$ cat src/rtl/gobang_referee_if.sv
// Move request handshake between the cursor/key logic and the referee.
interface gobang_referee_if;
    logic       move_valid;
    logic [3:0] move_x;
    logic [3:0] move_y;
    logic       move_ready;

    modport master (output move_valid, move_x, move_y, input move_ready);
    modport slave  (input move_valid, move_x, move_y, output move_ready);
endinterface

$ cat src/rtl/gobang_referee.sv
// Gobang turn sequencer: validates moves, strobes board writes, then walks the
// four lines through the new stone one cell per cycle to find a win or a draw.
module gobang_referee #(
    parameter int BOARD_N = 10,
    parameter int WIN_LEN = 5
) (
    input  logic                         clk,
    input  logic                         rst,
    gobang_referee_if.slave              mv,
    input  logic [BOARD_N*BOARD_N-1:0]   board_red,
    input  logic [BOARD_N*BOARD_N-1:0]   board_green,
    output logic                         place_en,
    output logic [6:0]                   place_idx,
    output logic                         place_red,
    output logic                         flag_player,
    output logic                         illegal_move,
    output logic                         busy,
    output logic                         game_over,
    output logic                         winner_red,
    output logic                         draw,
    output logic [6:0]                   move_count
);
    localparam int NC = BOARD_N * BOARD_N;
    localparam int IW = $clog2(NC);
    localparam int KW = $clog2(WIN_LEN) + 1;
    localparam logic signed [6:0] NS = 7'(BOARD_N);

    typedef enum logic [2:0] {IDLE, VALIDATE, PLACE, SETTLE, SCAN, TURN, OVER} state_t;
    state_t state, state_nx;

    logic [3:0]    cur_x, cur_y;
    logic [1:0]    dir;
    logic          phase_pos;
    logic [KW-1:0] k, run;

    logic          cur_in, cur_bad;
    logic [IW-1:0] cur_cell;

    assign cur_in   = (int'(cur_x) < BOARD_N) && (int'(cur_y) < BOARD_N);
    assign cur_cell = IW'(int'(cur_y) * BOARD_N + int'(cur_x));
    assign cur_bad  = !cur_in || board_red[cur_cell] || board_green[cur_cell];

    // Probe coordinates are signed so stepping off any edge is caught
    // instead of wrapping into the neighbouring row.
    logic signed [6:0] dxs, dys, ks, sk, px, py;
    logic              probe_on, mine, hit, last;
    logic [IW-1:0]     probe_cell;
    logic [KW-1:0]     run_end;

    always_comb begin
        dxs = 7'sd1;
        dys = 7'sd0;
        case (dir)
            2'd0:    begin dxs = 7'sd1; dys = 7'sd0;  end
            2'd1:    begin dxs = 7'sd0; dys = 7'sd1;  end
            2'd2:    begin dxs = 7'sd1; dys = 7'sd1;  end
            default: begin dxs = 7'sd1; dys = -7'sd1; end
        endcase
        ks = 7'(k);
        sk = phase_pos ? ks : -ks;
        px = $signed({3'b000, cur_x}) + sk * dxs;
        py = $signed({3'b000, cur_y}) + sk * dys;
    end

    assign probe_on   = (px >= 7'sd0) && (px < NS) && (py >= 7'sd0) && (py < NS);
    assign probe_cell = IW'(int'(py) * BOARD_N + int'(px));
    assign mine       = flag_player ? board_red[probe_cell] : board_green[probe_cell];
    assign hit        = probe_on && mine;
    assign last       = !hit || (k == KW'(WIN_LEN - 1));
    assign run_end    = run + KW'(hit);

    always_comb begin
        state_nx = state;
        case (state)
            IDLE:     if (mv.move_valid) state_nx = VALIDATE;
            VALIDATE: state_nx = cur_bad ? IDLE : PLACE;
            PLACE:    state_nx = SETTLE;
            SETTLE:   state_nx = SCAN;
            SCAN: begin
                if (last && phase_pos) begin
                    if (run_end >= KW'(WIN_LEN)) state_nx = OVER;
                    else if (dir == 2'd3)        state_nx = TURN;
                end
            end
            TURN:     state_nx = (move_count == 7'(NC)) ? OVER : IDLE;
            OVER:     state_nx = OVER;
            default:  state_nx = IDLE;
        endcase
    end

    always_ff @(posedge clk) begin
        if (rst) begin
            state       <= IDLE;
            cur_x       <= '0;
            cur_y       <= '0;
            dir         <= '0;
            phase_pos   <= 1'b0;
            k           <= '0;
            run         <= '0;
            flag_player <= 1'b1;
            move_count  <= '0;
            winner_red  <= 1'b0;
            draw        <= 1'b0;
        end else begin
            state <= state_nx;
            case (state)
                IDLE: if (mv.move_valid) begin
                    cur_x <= mv.move_x;
                    cur_y <= mv.move_y;
                end
                PLACE:  move_count <= move_count + 7'd1;
                SETTLE: begin
                    dir       <= 2'd0;
                    phase_pos <= 1'b0;
                    k         <= KW'(1);
                    run       <= KW'(1);
                end
                SCAN: begin
                    if (!last) begin
                        k   <= k + KW'(1);
                        run <= run_end;
                    end else if (!phase_pos) begin
                        phase_pos <= 1'b1;
                        k         <= KW'(1);
                        run       <= run_end;
                    end else begin
                        if (run_end >= KW'(WIN_LEN)) winner_red <= flag_player;
                        dir       <= dir + 2'd1;
                        phase_pos <= 1'b0;
                        k         <= KW'(1);
                        run       <= KW'(1);
                    end
                end
                TURN: begin
                    if (move_count == 7'(NC)) draw <= 1'b1;
                    else                      flag_player <= !flag_player;
                end
                default: ;
            endcase
        end
    end

    assign mv.move_ready = (state == IDLE);
    assign place_en      = (state == PLACE);
    assign place_idx     = 7'(int'(cur_y) * BOARD_N + int'(cur_x));
    assign place_red     = flag_player;
    assign illegal_move  = (state == VALIDATE) && cur_bad;
    assign busy          = (state != IDLE) && (state != OVER);
    assign game_over     = (state == OVER);
endmodule

$ cat src/flat_wrapper.sv
// flat-port wrapper written by rule: the top's interface ports become plain ports
module gobang_referee_flat 
#(
    parameter int BOARD_N = 10,
    parameter int WIN_LEN = 5
)
  (clk, rst, board_red, board_green, place_en, place_idx, place_red, flag_player, illegal_move, busy, game_over, winner_red, draw, move_count, mv_move_valid, mv_move_x, mv_move_y, mv_move_ready);
  gobang_referee_if mv_i ();
  input  logic clk;
  input  logic rst;
  input  logic [BOARD_N*BOARD_N-1:0] board_red;
  input  logic [BOARD_N*BOARD_N-1:0] board_green;
  output logic place_en;
  output logic [6:0] place_idx;
  output logic place_red;
  output logic flag_player;
  output logic illegal_move;
  output logic busy;
  output logic game_over;
  output logic winner_red;
  output logic draw;
  output logic [6:0] move_count;
  input wire logic [$bits(mv_i.move_valid)-1:0] mv_move_valid;
  input wire logic [$bits(mv_i.move_x)-1:0] mv_move_x;
  input wire logic [$bits(mv_i.move_y)-1:0] mv_move_y;
  output wire logic [$bits(mv_i.move_ready)-1:0] mv_move_ready;
  assign mv_i.move_valid = mv_move_valid;
  assign mv_i.move_x = mv_move_x;
  assign mv_i.move_y = mv_move_y;
  assign mv_move_ready = mv_i.move_ready;
  gobang_referee #(.BOARD_N(BOARD_N), .WIN_LEN(WIN_LEN)) u_core (.clk(clk), .rst(rst), .mv(mv_i), .board_red(board_red), .board_green(board_green), .place_en(place_en), .place_idx(place_idx), .place_red(place_red), .flag_player(flag_player), .illegal_move(illegal_move), .busy(busy), .game_over(game_over), .winner_red(winner_red), .draw(draw), .move_count(move_count));
endmodule
$ cat config.mk
export PLATFORM = sky130hd
export DESIGN_NAME = gobang_referee_flat
export DESIGN_NICKNAME = d
export VERILOG_FILES = /design/src/rtl/gobang_referee_if.sv /design/src/rtl/gobang_referee.sv /design/src/flat_wrapper.sv
export SDC_FILE = /design/constraint.sdc
export NUM_CORES = 1
export LEC_CHECK = 0
export BUFFER_PORTS_ARGS = -buffer_cell sky130_fd_sc_hd__buf_2
export CAP_MARGIN = 30
export CORE_AREA = 4 4 110 112
export CTS_CLUSTER_DIAMETER = 200
export DETAILED_ROUTE_END_ITERATION = 10
export DIE_AREA = 0 0 114 116
export PLACE_DENSITY_LB_ADDON = 0.05
export SYNTH_ARGS = -nofsm -noshare
export SYNTH_HDL_FRONTEND = slang
export SYNTH_SLANG_ARGS = --single-unit
$ cat constraint.sdc
create_clock -name clk -period 19.06 [get_ports clk]
set_clock_uncertainty 0.05 [all_clocks]
set_input_delay 1.906 -clock clk [delete_from_list [all_inputs] [get_ports clk]]
set_output_delay 1.906 -clock clk [all_outputs]
set_load 0.005 [all_outputs]
==> out/results.ini <==
[status]
status = completed

[clock_tree]
cts_tree = done
htree_levels = 2
clock_sinks = 32
clock_tree.root_cell = clkbuf_16
numCtsBuffers = 5
clk_latency_ps = 280
cts_setup_buffers = 0
postCtsResizedCells = 0
clockBufferDepth = 2
clk_pin_slew_ps = 50
ctsHoldBuffers = 0

[global_route]
grtUsageTotal_pct = 29.4
grt_start_max_net_pins = 88
grt_pass1_wl_um = 31700
grt_overflow = 0
grt_pass1_vias = 6810
antenna_found_initial = 0

[floorplanning]
core_um2 = 11200
initial_utilization_pct = 53.7
dieArea_um2 = 13200
rows = 39
die_y_um = 116
io_pins = 234
die_width_um = 114

[drt]
wire_per_inst_um = 19.1
dr.first_iter.drc_count = 562
wirelength_um = 20200
drc_errors = 0
first_pass_iters = 7
antenna_left = 0
vias = 6501
viasPerCell = 6.14

[sta]
rsz0062_at_grt = no
setup_slack_ps = 10610
hold_viol = 0
fmax_mhz = 118
setup_viol = 0
slew_headroom_pct = 34.3
tns_ps = 0
min_period_ps = 8450
finalCritPeriodShare_pct = 44.3
slew_viol_final = 0
tightest_slew_ps = 984

[placed_design]
place_ws_ps = 10720
placed_area_um2 = 7230
dpl.hpwl_um = 16900
portBuffers = 233
place_congestion = 0.894

[setup_path]
crit_type = flop to flop
cp_max_fo = 8
end_kind = flop
path_common_cell = ha_1
crit_buf_inv = 1
cp.required_ps = 19190
cp_top_family = adder cells
startpoint_type = flop
crit_arrival_ps = 8580
slowest_stage = fa_1
slowest_delay_ps = 620

[synth]
async_flop_share_pct = 0
ys_seq_elements = 32
netlist_area_um2 = 6020
ys_types = 69
yosysSeqAreaShare_pct = 10.6
netlist_instances = 714
postSynthAreaPerCell_um2 = 8.44
synth_nets = 989
ys_warn_count = 0
synth_edf_count = 0
synth_ff_type = dfxtp_1

[pwr]
p_leak_nw = 3.40
pwr-share-seq_pct = 8.9
p_per_area_nw_per_um2 = 146
switching_power_uw = 527
intPower_uw = 551
power_frac_comb_pct = 82.8
pwr-share-clk_pct = 8.3
total_power_mw = 1.08
swShare_pct = 48.9
irDropWorstVdd_mv = 0.102

[hold_path]
hold_path.class = flop to flop

[final_layout]
fin_area_um2 = 7410
layout-drive-gt1-share_pct = 35.3
final_util_pct = 66.0
area_growth_pct = 23.0
diodes = 0
fillers = 986
fin_nets = 1189

[run]
maxCapViolCount = 0

## cells in the mapped netlist (all sizes together), types with 3 or more instances
master   count  area (um2)
a211oi      19         143
mux4        62        1400
mux2i        9        90.1
buf         23         120
ha          49         613
and2         4        27.5
dfxtp       32         641
o2111ai      5        43.8
xnor2       27         236
and3         7        43.8
nor2b        8        50.1
a21o         9        67.6
a21oi       80         404
o22ai        3        18.8
nor3        60         300
nand4        3        18.8
a41o         3        30.0
a311oi       3        32.5
inv         35         131
nand3       13        65.1
clkbuf      23        86.3
o21ai       16        80.1
fa          15         300
nor2        98         375
nor3b        3        22.5
nand2       52         195
xor2        12         105
## routing by layer
metal / vias up / track usage, % / wire length [um]
li1: 3071 / - / -
met1: 3074 / 33.5 / 7470
met2: 298 / 55.5 / 10700
met3: 58 / 4.49 / 1360
met4: 0 / 10.8 / 629
met5: - / 0 / 0
## worst min-delay path: cells and delay by family (launching register included)
family	cells	cell delay, ps
flip-flops	1	320
AND/OR/NAND/NOR	1	70
AO/OA/AOI/OAI	1	40
## power by group through the flow
stage | clock, mW | combinational (mW) | sequential (mW)
floorplan | 0 | 0.699 | 0.0848
global placement | 0 | 0.878 | 0.0962
detailed placement | 0 | 0.888 | 0.0968
CTS | 0.0894 | 0.894 | 0.0955
global route | 0.0923 | 0.979 | 0.0975
finish | 0.0893 | 0.893 | 0.0958
## path summary, 6_finish.rpt
kind | startpoint | end | slack, ps | depth (start not counted)
setup reg to reg | u_core.k[0]$_SDFFE_PP0P_ | u_core.state[1]$_SDFFE_PP0P_ | 10610 | 27
hold / removal | u_core.draw$_SDFFE_PP0P_ | u_core.draw$_SDFFE_PP0P_ | 420 | 2
setup / recovery | u_core.k[0]$_SDFFE_PP0P_ | u_core.state[1]$_SDFFE_PP0P_ | 10610 | 27
hold reg to reg | u_core.draw$_SDFFE_PP0P_ | u_core.draw$_SDFFE_PP0P_ | 420 | 2
## flip-flops by register name, summed over array words and instances, names as in the netlist
| signal | count |
|---|---|
| u_core.move_count | 7 |
| u_core.cur_y | 4 |
| u_core.dir | 2 |
| u_core.winner_red | 1 |
| u_core.state | 3 |
| u_core.flag_player | 1 |
| u_core.phase_pos | 1 |
| u_core.draw | 1 |
| u_core.cur_x | 4 |
| u_core.k | 4 |
| u_core.run | 4 |
## layout make-up
type	count	area [um2]	area share, %
multi-input combinational	601	5070	68.5
inverter	35	131	1.77
clock inverter	2	35.0	0.473
clock buffer	6	129	1.74
timing repair buffer	239	1220	16.4
sequential	32	641	8.65
tap	143	179	2.42
## cells by family (layout without fill, tap and decap cells)
family / after synthesis / count (layout) / synth area share [%]
AO/OA/AOI/OAI: 161 / 161 / 17.1
XOR/XNOR: 40 / 40 / 6.04
adder cells (fa/ha/maj): 64 / 64 / 15.2
buffers and inverters: 81 / 282 / 5.61
flip-flops: 32 / 32 / 10.6
multiplexers: 73 / 73 / 25.2
AND/OR/NAND/NOR: 263 / 263 / 20.2
## metrics by stage
| step | hold slack [ps] | cells |
|---|---|---|
| after CTS | 425 | 1057 |
| after detailed placement | 414 | 1049 |
| after global routing | 472 | 1058 |
| final | 421 | 1058 |
| after floorplan | 411 | 714 |
| after global placement | 397 | 1049 |
## layout by cell type, fill, tap and decap left out, drive strengths merged, types with 2 or more instances in the layout
cell	instances
xnor2	27
dfxtp	32
o22ai	3
a22o	2
nand3b	2
inv	35
fa	15
nand4	3
a41o	3
nor3	60
ha	49
o2111ai	5
clkbuf	6
a211oi	19
xor2	12
a21boi	2
mux2	2
nand2	52
a21oi	80
and2	4
nor4	2
or3	2
and3	7
nor2b	8
a21o	9
a211o	2
nand2b	2
o21ai	16
buf	239
nand3	13
a311oi	3
a32o	2
mux4	62
nor2	98
mux2i	9
nor3b	3
No activity file was read; power rests on OpenSTA's default activity.
